$ cat config.mk
export PLATFORM = sky130hd
export DESIGN_NAME = alu_vec_recorder
export DESIGN_NICKNAME = d
export VERILOG_FILES = /design/src/rtl/alu_vec_pkg.sv /design/src/rtl/vec_fifo.sv /design/src/rtl/alu_vec_recorder.sv
export SDC_FILE = /design/constraint.sdc
export NUM_CORES = 1
export LEC_CHECK = 0
export BUFFER_PORTS_ARGS = -buffer_cell sky130_fd_sc_hd__buf_2
export CELL_PAD_IN_SITES_DETAIL_PLACEMENT = 1
export CELL_PAD_IN_SITES_GLOBAL_PLACEMENT = 2
export CORE_ASPECT_RATIO = 0.5
export CORE_UTILIZATION = 54
export DETAILED_ROUTE_END_ITERATION = 10
export PLACE_DENSITY = 0.94
export SETUP_SLACK_MARGIN = 0.02
export SYNTH_ARGS = -nofsm -noshare
export SYNTH_HDL_FRONTEND = slang
export SYNTH_SLANG_ARGS = --single-unit
$ cat constraint.sdc
create_clock -name clk -period 13.69 [get_ports clk]
set_clock_uncertainty 0.1 [all_clocks]
set_input_delay 1.369 -clock clk [delete_from_list [all_inputs] [get_ports clk]]
set_output_delay 1.369 -clock clk [all_outputs]
set_load 0.05 [all_outputs]
$ cat src/rtl/alu_vec_pkg.sv
// Shared types and constants for the ALU test-vector recorder.
// Holds the record layout, the mark codes and the recorder FSM state type.
package alu_vec_pkg;

    localparam int unsigned VEC_W = 120;

    localparam logic [3:0] MARK_SKIP = 4'h0;
    localparam logic [3:0] MARK_RUN  = 4'h1;
    localparam logic [3:0] MARK_END  = 4'h4;

    // MSB-to-LSB order matches the vector-checker file layout.
    typedef struct packed {
        logic [3:0]  mark;
        logic [15:0] index;
        logic [3:0]  op;
        logic [31:0] A;
        logic [31:0] B;
        logic [31:0] R;
    } alu_vec_t;

    typedef enum logic [1:0] {
        StRec,
        StTerm,
        StDone
    } rec_state_e;

endpackage

$ cat src/rtl/vec_fifo.sv
// Synchronous first-word-fall-through FIFO.
// Ports: clk/rst (sync, active-high); push/push_data/full on the write side;
// pop/pop_data/empty on the read side; count = entries currently held.
// A push is accepted only when the FIFO was not full at the start of the cycle,
// even if a pop happens in the same cycle.
module vec_fifo #(
    parameter int unsigned WIDTH = 120,
    parameter int unsigned DEPTH = 16,
    parameter int unsigned CNT_W = $clog2(DEPTH) + 1
) (
    input  logic             clk,
    input  logic             rst,
    input  logic             push,
    input  logic [WIDTH-1:0] push_data,
    output logic             full,
    input  logic             pop,
    output logic [WIDTH-1:0] pop_data,
    output logic             empty,
    output logic [CNT_W-1:0] count
);

    localparam int unsigned AW = $clog2(DEPTH);

    logic [WIDTH-1:0] mem [DEPTH];
    logic [AW-1:0]    wr_ptr_q;
    logic [AW-1:0]    rd_ptr_q;
    logic [CNT_W-1:0] count_q;
    logic             push_ok;
    logic             pop_ok;

    assign full     = (count_q == CNT_W'(DEPTH));
    assign empty    = (count_q == '0);
    assign push_ok  = push && !full;
    assign pop_ok   = pop && !empty;
    assign pop_data = mem[rd_ptr_q];
    assign count    = count_q;

    // DEPTH is a power of two, so pointers wrap by plain overflow.
    always_ff @(posedge clk) begin
        if (rst) begin
            wr_ptr_q <= '0;
            rd_ptr_q <= '0;
            count_q  <= '0;
        end else begin
            if (push_ok) begin
                wr_ptr_q <= wr_ptr_q + 1'b1;
            end
            if (pop_ok) begin
                rd_ptr_q <= rd_ptr_q + 1'b1;
            end
            count_q <= count_q + CNT_W'(push_ok) - CNT_W'(pop_ok);
        end
    end

    always_ff @(posedge clk) begin
        if (push_ok) begin
            mem[wr_ptr_q] <= push_data;
        end
    end

endmodule

$ cat src/rtl/alu_vec_recorder.sv
// Observes ALU transactions and packs each into a 120-bit vector record,
// buffering records in a FWFT FIFO drained over a ready/valid port.
// Ports: clk, rst (sync, active-high); in_valid/in_op/in_A/in_B/in_R observed
// ALU transaction; finish closes the trace with a terminator record;
// out_valid/out_ready/out_vector drain port; count buffered records;
// overflow sticky drop flag; done terminator emitted and FIFO empty.
module alu_vec_recorder #(
    parameter int unsigned DEPTH = 16,
    parameter int unsigned CNT_W = $clog2(DEPTH) + 1
) (
    input  logic             clk,
    input  logic             rst,
    input  logic             in_valid,
    input  logic [3:0]       in_op,
    input  logic [31:0]      in_A,
    input  logic [31:0]      in_B,
    input  logic [31:0]      in_R,
    input  logic             finish,
    output logic             out_valid,
    input  logic             out_ready,
    output logic [119:0]     out_vector,
    output logic [CNT_W-1:0] count,
    output logic             overflow,
    output logic             done
);

    import alu_vec_pkg::*;

    rec_state_e state_q, state_d;
    logic [15:0] idx_q, idx_d;
    logic        overflow_q, overflow_d;
    logic        push;
    alu_vec_t    push_rec;
    logic        fifo_full;
    logic        fifo_empty;

    always_comb begin
        state_d    = state_q;
        idx_d      = idx_q;
        overflow_d = overflow_q;
        push       = 1'b0;
        push_rec   = '{mark: MARK_RUN, index: idx_q, op: in_op, A: in_A, B: in_B, R: in_R};
        unique case (state_q)
            StRec: begin
                // A transaction alongside finish is still recorded.
                if (in_valid) begin
                    if (fifo_full) begin
                        overflow_d = 1'b1;
                    end else begin
                        push  = 1'b1;
                        idx_d = idx_q + 16'd1;
                    end
                end
                if (finish) begin
                    state_d = StTerm;
                end
            end
            StTerm: begin
                push_rec       = '0;
                push_rec.mark  = MARK_END;
                push_rec.index = idx_q;
                // Wait for space rather than dropping the terminator.
                if (!fifo_full) begin
                    push    = 1'b1;
                    state_d = StDone;
                end
            end
            StDone: begin
            end
            default: state_d = StRec;
        endcase
    end

    always_ff @(posedge clk) begin
        if (rst) begin
            state_q    <= StRec;
            idx_q      <= '0;
            overflow_q <= 1'b0;
        end else begin
            state_q    <= state_d;
            idx_q      <= idx_d;
            overflow_q <= overflow_d;
        end
    end

    vec_fifo #(
        .WIDTH (VEC_W),
        .DEPTH (DEPTH),
        .CNT_W (CNT_W)
    ) u_fifo (
        .clk       (clk),
        .rst       (rst),
        .push      (push),
        .push_data (push_rec),
        .full      (fifo_full),
        .pop       (out_ready),
        .pop_data  (out_vector),
        .empty     (fifo_empty),
        .count     (count)
    );

    assign out_valid = !fifo_empty;
    assign overflow  = overflow_q;
    assign done      = (state_q == StDone) && (count == '0);

endmodule

### Yosys cells after proc, flatten, opt, wreduce, memory -nomap -nowiden

Memory sizes are Yosys's and may differ from the RTL's. A register that Yosys moved wholly into a read port is not among the register bits.
Index checks and enable logic that the tools add are counted.

* register bits after elaboration: 32
* RAM bits: 1904
* output and inout bits: 128
* logic and storage cells: 40
* memories: 1

Memories
* u_fifo.mem: words 16, width 119, read ports 1, clocked after memory_dff 1, wr ports 1, line vec_fifo.sv:24 `logic [WIDTH-1:0] mem [DEPTH];`

* $add $sub $neg: 5
* equality and inequality tests: 5
* muxes and demuxes: 11
* bitwise gates (word level): 2
* reductions and logical operators: 10

Operators with widths (count)
* 119-bit two-way mux: 1
* 16-bit by 1-bit adder with 16-bit output, second input constant: 1
* 3-bit AND reduction: 3
* 4-bit by 1-bit adder with 4-bit output, second input constant: 2
* 4-bit two-way mux: 2
* 2-bit case mux with 3 select lines: 1
* 5-bit by 1-bit adder with 5-bit output: 1
* 5-bit equality test, second input constant: 1
* 5-bit zero test: 1
* 5-bit by 1-bit subtractor with 5-bit output: 1
* 1-bit two-way mux: 4
* 2-bit two-way mux: 2
* 2-bit != test, second input constant: 2
* 1-bit logical AND: 3
* 2-bit by 1-bit equality test with 1-bit output, second input constant: 1
* 2-bit equality test, second input constant: 1
* 1-bit zero test: 2
* 2-bit zero test: 1
* 1-bit NOT: 2
* 1-bit case mux with 2 select lines: 1

### Longest topological paths before layout

* word-level depth: 7
* depth in mapped cells: 15

### Cells and area by module

A second synthesis with hierarchy kept.

* cells, all modules: 3245
* area, all modules: 73965.9 um^2

Modules (own cells, without submodules)
* vec_fifo: instances 1, cells an instance 3031, area each 72415.7 um^2, sequential area each 57995.6 um^2
* alu_vec_recorder: instances 1, cells an instance 214, area each 1550.2 um^2, sequential area each 380.4 um^2

### Least setup slack after synthesis

OpenSTA, ideal clock, no wires.

* kind: input-to-reg
* start point: input port in_valid
* end point: memory u_fifo.mem[0][0] (netlist name) (enable)
* setup time: 0.490 ns
* arrival: 5.105 ns
* data required time: 13.100 ns
* path slack: 7.994 ns
* cell stages on the path: 4
* path buffers: 0
* cell sequence: nor2_1 -> nor3_1 -> nor3b_1 -> and2_1

* word-level cells in the longest chain between the ends: 5

RTL lines
* start: declaration: line alu_vec_recorder.sv:13 `input logic in_valid,`
* 1-bit two-way mux: line alu_vec_recorder.sv:46 `if (in_valid) begin`
* 1-bit case mux with 2 select lines: line alu_vec_recorder.sv:43 `unique case (state_q)`
* 1-bit logical AND: line vec_fifo.sv:33 `assign push_ok = push && !full;`
* net u_fifo.push_ok: line vec_fifo.sv:28 `logic push_ok;`
* 1-bit two-way mux: line vec_fifo.sv:56 `if (push_ok) begin`
* 1-bit two-way mux (implied by the code): line vec_fifo.sv:57 `mem[wr_ptr_q] <= push_data;`
* end: declaration: line vec_fifo.sv:24

The timed path passes the listed nets, and every way through them passes these cells.

==> out/qor.csv <==
stage,metric,value,unit
power,vdd_ir_drop_max,0.000175,V
floorplan,die_w,521,um
power,seq_power_share,0.453,
critical_path,crit_chain,"buf_12, buf_4, mux4_2, a22oi_1, nand2_1, buf_2",
drt,via_per_inst,7.37,
yosys,synth_seq_area_share,0.790,
critical_path,cp.arrival,5.20,ns
clock_network,cts.sinks,1924,
layout,fin_area,81000,um2
yosys,synth_edf_count,1888,
floorplan,fp.dieH,261,um
power,clockPowerShare,0.310,
yosys,yosysWarnings,0,
power,power_switching,4.97,mW
drt,drt-initial-drc-count,6810,
layout,drive_gt1_frac,0.275,
yosys,netlist_area,72700,um2
timing,fin_crit,6.67,ns
yosys,syn_avg_cell_area,22.7,um2
floorplan,ios,233,
timing,setup_viol,0,
clock_network,cts_root_buf,clkbuf_16,
critical_path,worst_path_max_delay_cell,buf_4,
place,port_buffers,230,
grt,grt_pass1_vias,39462,
place,gp_congestion,0.734,
clock_network,numCtsBuffers,160,
critical_path,cp_max_fo,158,
drt,ant_nets,0,
grt,grt_usage,0.308,
power,leakage,25.3,nW
floorplan,start_util,0.549,
timing,max_freq,150,MHz
critical_path,critical_path_required,12.22,ns
timing,hold_violations,0,
clock_network,cts_tree,yes,
clock_network,clk_path_buf_depth,3,
grt,grt_max_degree,159,
layout,areaGrowthSynthToFinish,11.4,%
critical_path,crit_type,reg -> out,
clock_network,clk_latency,0.81,ns
job,maxCapViolations,0,
place,hpwl,92700,um
floorplan,core_area,133000,um2
yosys,synth-seq-cells,1924,
layout,nets,3576,
hold_path,min-delay-path-class,reg -> reg,
clock_network,cts_resized,0,
timing,slew_headroom,0.0372,
yosys,syn_inst,3201,
critical_path,cp_slowest_stage_delay,0.97,ns
grt,grt_pass1_wl,294000,um
timing,rsz0062_at_grt,false,
power,p_per_area,192,nW/um2
yosys,synthFlopType,edfxtp_1,
place,placed_area,75900,um2
timing,worst_pin_slew,1.44,ns
power,p_int,10.6,mW
drt,dr.pass1.iters,6,
layout,mostFrequentLayoutCell,edfxtp_1,
timing,drv_slew,0,
clock_network,hold_buffers,0,
clock_network,h-tree-depth,4,
yosys,synth.distinct_cells,43,
critical_path,critPathLaunchType,flop,
grt,overflow,0,
layout,final_cell_mix,"edfxtp_1, mux4_2, a22oi_1",
clock_network,cts_setup_buffers,0,
drt,drc,0,
timing,fin_tns_setup,0,ns
timing,finalCritPeriodShare,0.487,
hold_path,whs_path_depth,2,
yosys,synthArstFlopShare,0,
drt,wl_per_cell,42.5,um
clock_network,clkTransAtPathRegs,0.07,ns
timing,worst_hold_slack,0.406,ns
critical_path,r2r_cells,10,
run_status,status,"complete, no violations",
power,p_comb_frac,0.237,
floorplan,core.rowCount,94,
power,sw_frac_of_total,0.319,
floorplan,die_area,136000,um2
grt,antenna_found_initial,18,
drt,wirelength,228000,um
drt,vias,39558,
critical_path,end_kind,output port,
## cell usage after synthesis, types with 2 or more instances
cell type  number  area (um2)
nor3b_1         3        22.5
mux2i_1         2        20.0
ha_1           12         150
dfxtp_1        36         721
and2_1        113         707
edfxtp_1     1888       56700
or4_1           4        30.0
and4_1          5        43.8
a22oi_1       236        1770
nand2_1       125         469
inv_1          15        56.3
nor2b_1         8        50.1
nor2_1         24        90.1
nor4b_1         2        17.5
or3_1           4        25.0
a21oi_1        12        60.1
nor4_1          5        31.3
and3b_1         2        17.5
buf_2          34         170
buf_1          26        97.6
xnor2_1        10        87.6
xor2_1          6        52.6
nand3_1        11        55.1
buf_4           2        15.0
mux4_2        472       10600
clkbuf_1      119         447
nand4_1         2        12.5
nor3_1          3        15.0
o21ai_0         4        20.0
o31ai_1         3        22.5
## per-stage QoR
| step | worst slack (ns) | util | instances | power, mW |
|---|---|---|---|---|
| 4_1_cts | 7.02 | 0.611 | 5357 | 15.3 |
| 6_report | 7.02 | 0.611 | 5370 | 15.6 |
| 5_1_grt | 6.84 | 0.611 | 5368 | 15.8 |
| 3_3_place_gp | 8.07 | 0.573 | 5072 | 10.5 |
| 2_1_floorplan | 7.99 | - | 3202 | 9.67 |
| 3_5_place_dp | 8.08 | 0.573 | 5072 | 10.6 |
## worst max-delay path: cells and delay by family (launching register included)
family	cells	cell delay (ns)
buf+inv	3	1.79
simple gates	1	0.22
compound gates	1	0.28
flops	1	0.94
mux	1	0.50
## state kept, by name, indices dropped and copies added (netlist names), named ones only
signal and cells:
overflow 1, u_fifo.wr_ptr_q 4, u_fifo.rd_ptr_q 4, idx_q 16
state_q 2, u_fifo.count 5, u_fifo.mem 1888
## area by class of cell
cell class / instances / area, um2
Tap cell: 1776 / 2220
Antenna cell: 13 / 32.5
Multi-Input combinational cell: 1081 / 14600
Inverter: 15 / 56.3
Clock buffer: 213 / 4350
Fill cell: 10670 / 51500
Sequential cell: 1924 / 57400
Timing Repair Buffer: 276 / 1650
Clock inverter: 72 / 679
## power groups by stage
| stage | Clock [mW] | Sequential, mW | Combinational, mW |
|---|---|---|---|
| 2_1_floorplan | 0 | 7.09 | 2.59 |
| 3_3_place_gp | 0 | 7.10 | 3.37 |
| 3_5_place_dp | 0 | 7.14 | 3.48 |
| 4_1_cts | 4.68 | 7.03 | 3.61 |
| 5_1_grt | 4.97 | 7.07 | 3.80 |
| 6_report | 4.83 | 7.06 | 3.69 |
## layer usage
layer,global-route usage,part of all wire,up-vias
li1,-,-,14035
met1,0.403,0.33,20453
met2,0.512,0.49,4295
met3,0.0598,0.13,767
met4,0.135,0.054,8
met5,0,0.00023,-
## path summary, 6_finish.rpt
check / startpoint / end / slack, ns
max: flop / out_vector[116] / 7.02
min reg2reg: overflow / overflow / 0.41
min: overflow / overflow / 0.41
max reg2reg: u_fifo.count[2] / u_fifo.mem[6][40] / 8.63
## cells by family after synthesis
logic type / count (synthesis) / synth area share
buffers and inverters: 197 / 0.0110
adders and majority gates: 13 / 0.00234
muxes: 475 / 0.147
AOI/OAI and AO/OA: 257 / 0.0260
other: 1 / 0.0000516
and+or+nand+nor: 318 / 0.0226
DFF: 1924 / 0.790
xor gates and xnor gates: 16 / 0.00193
Power figures use the tool's default switching activity.
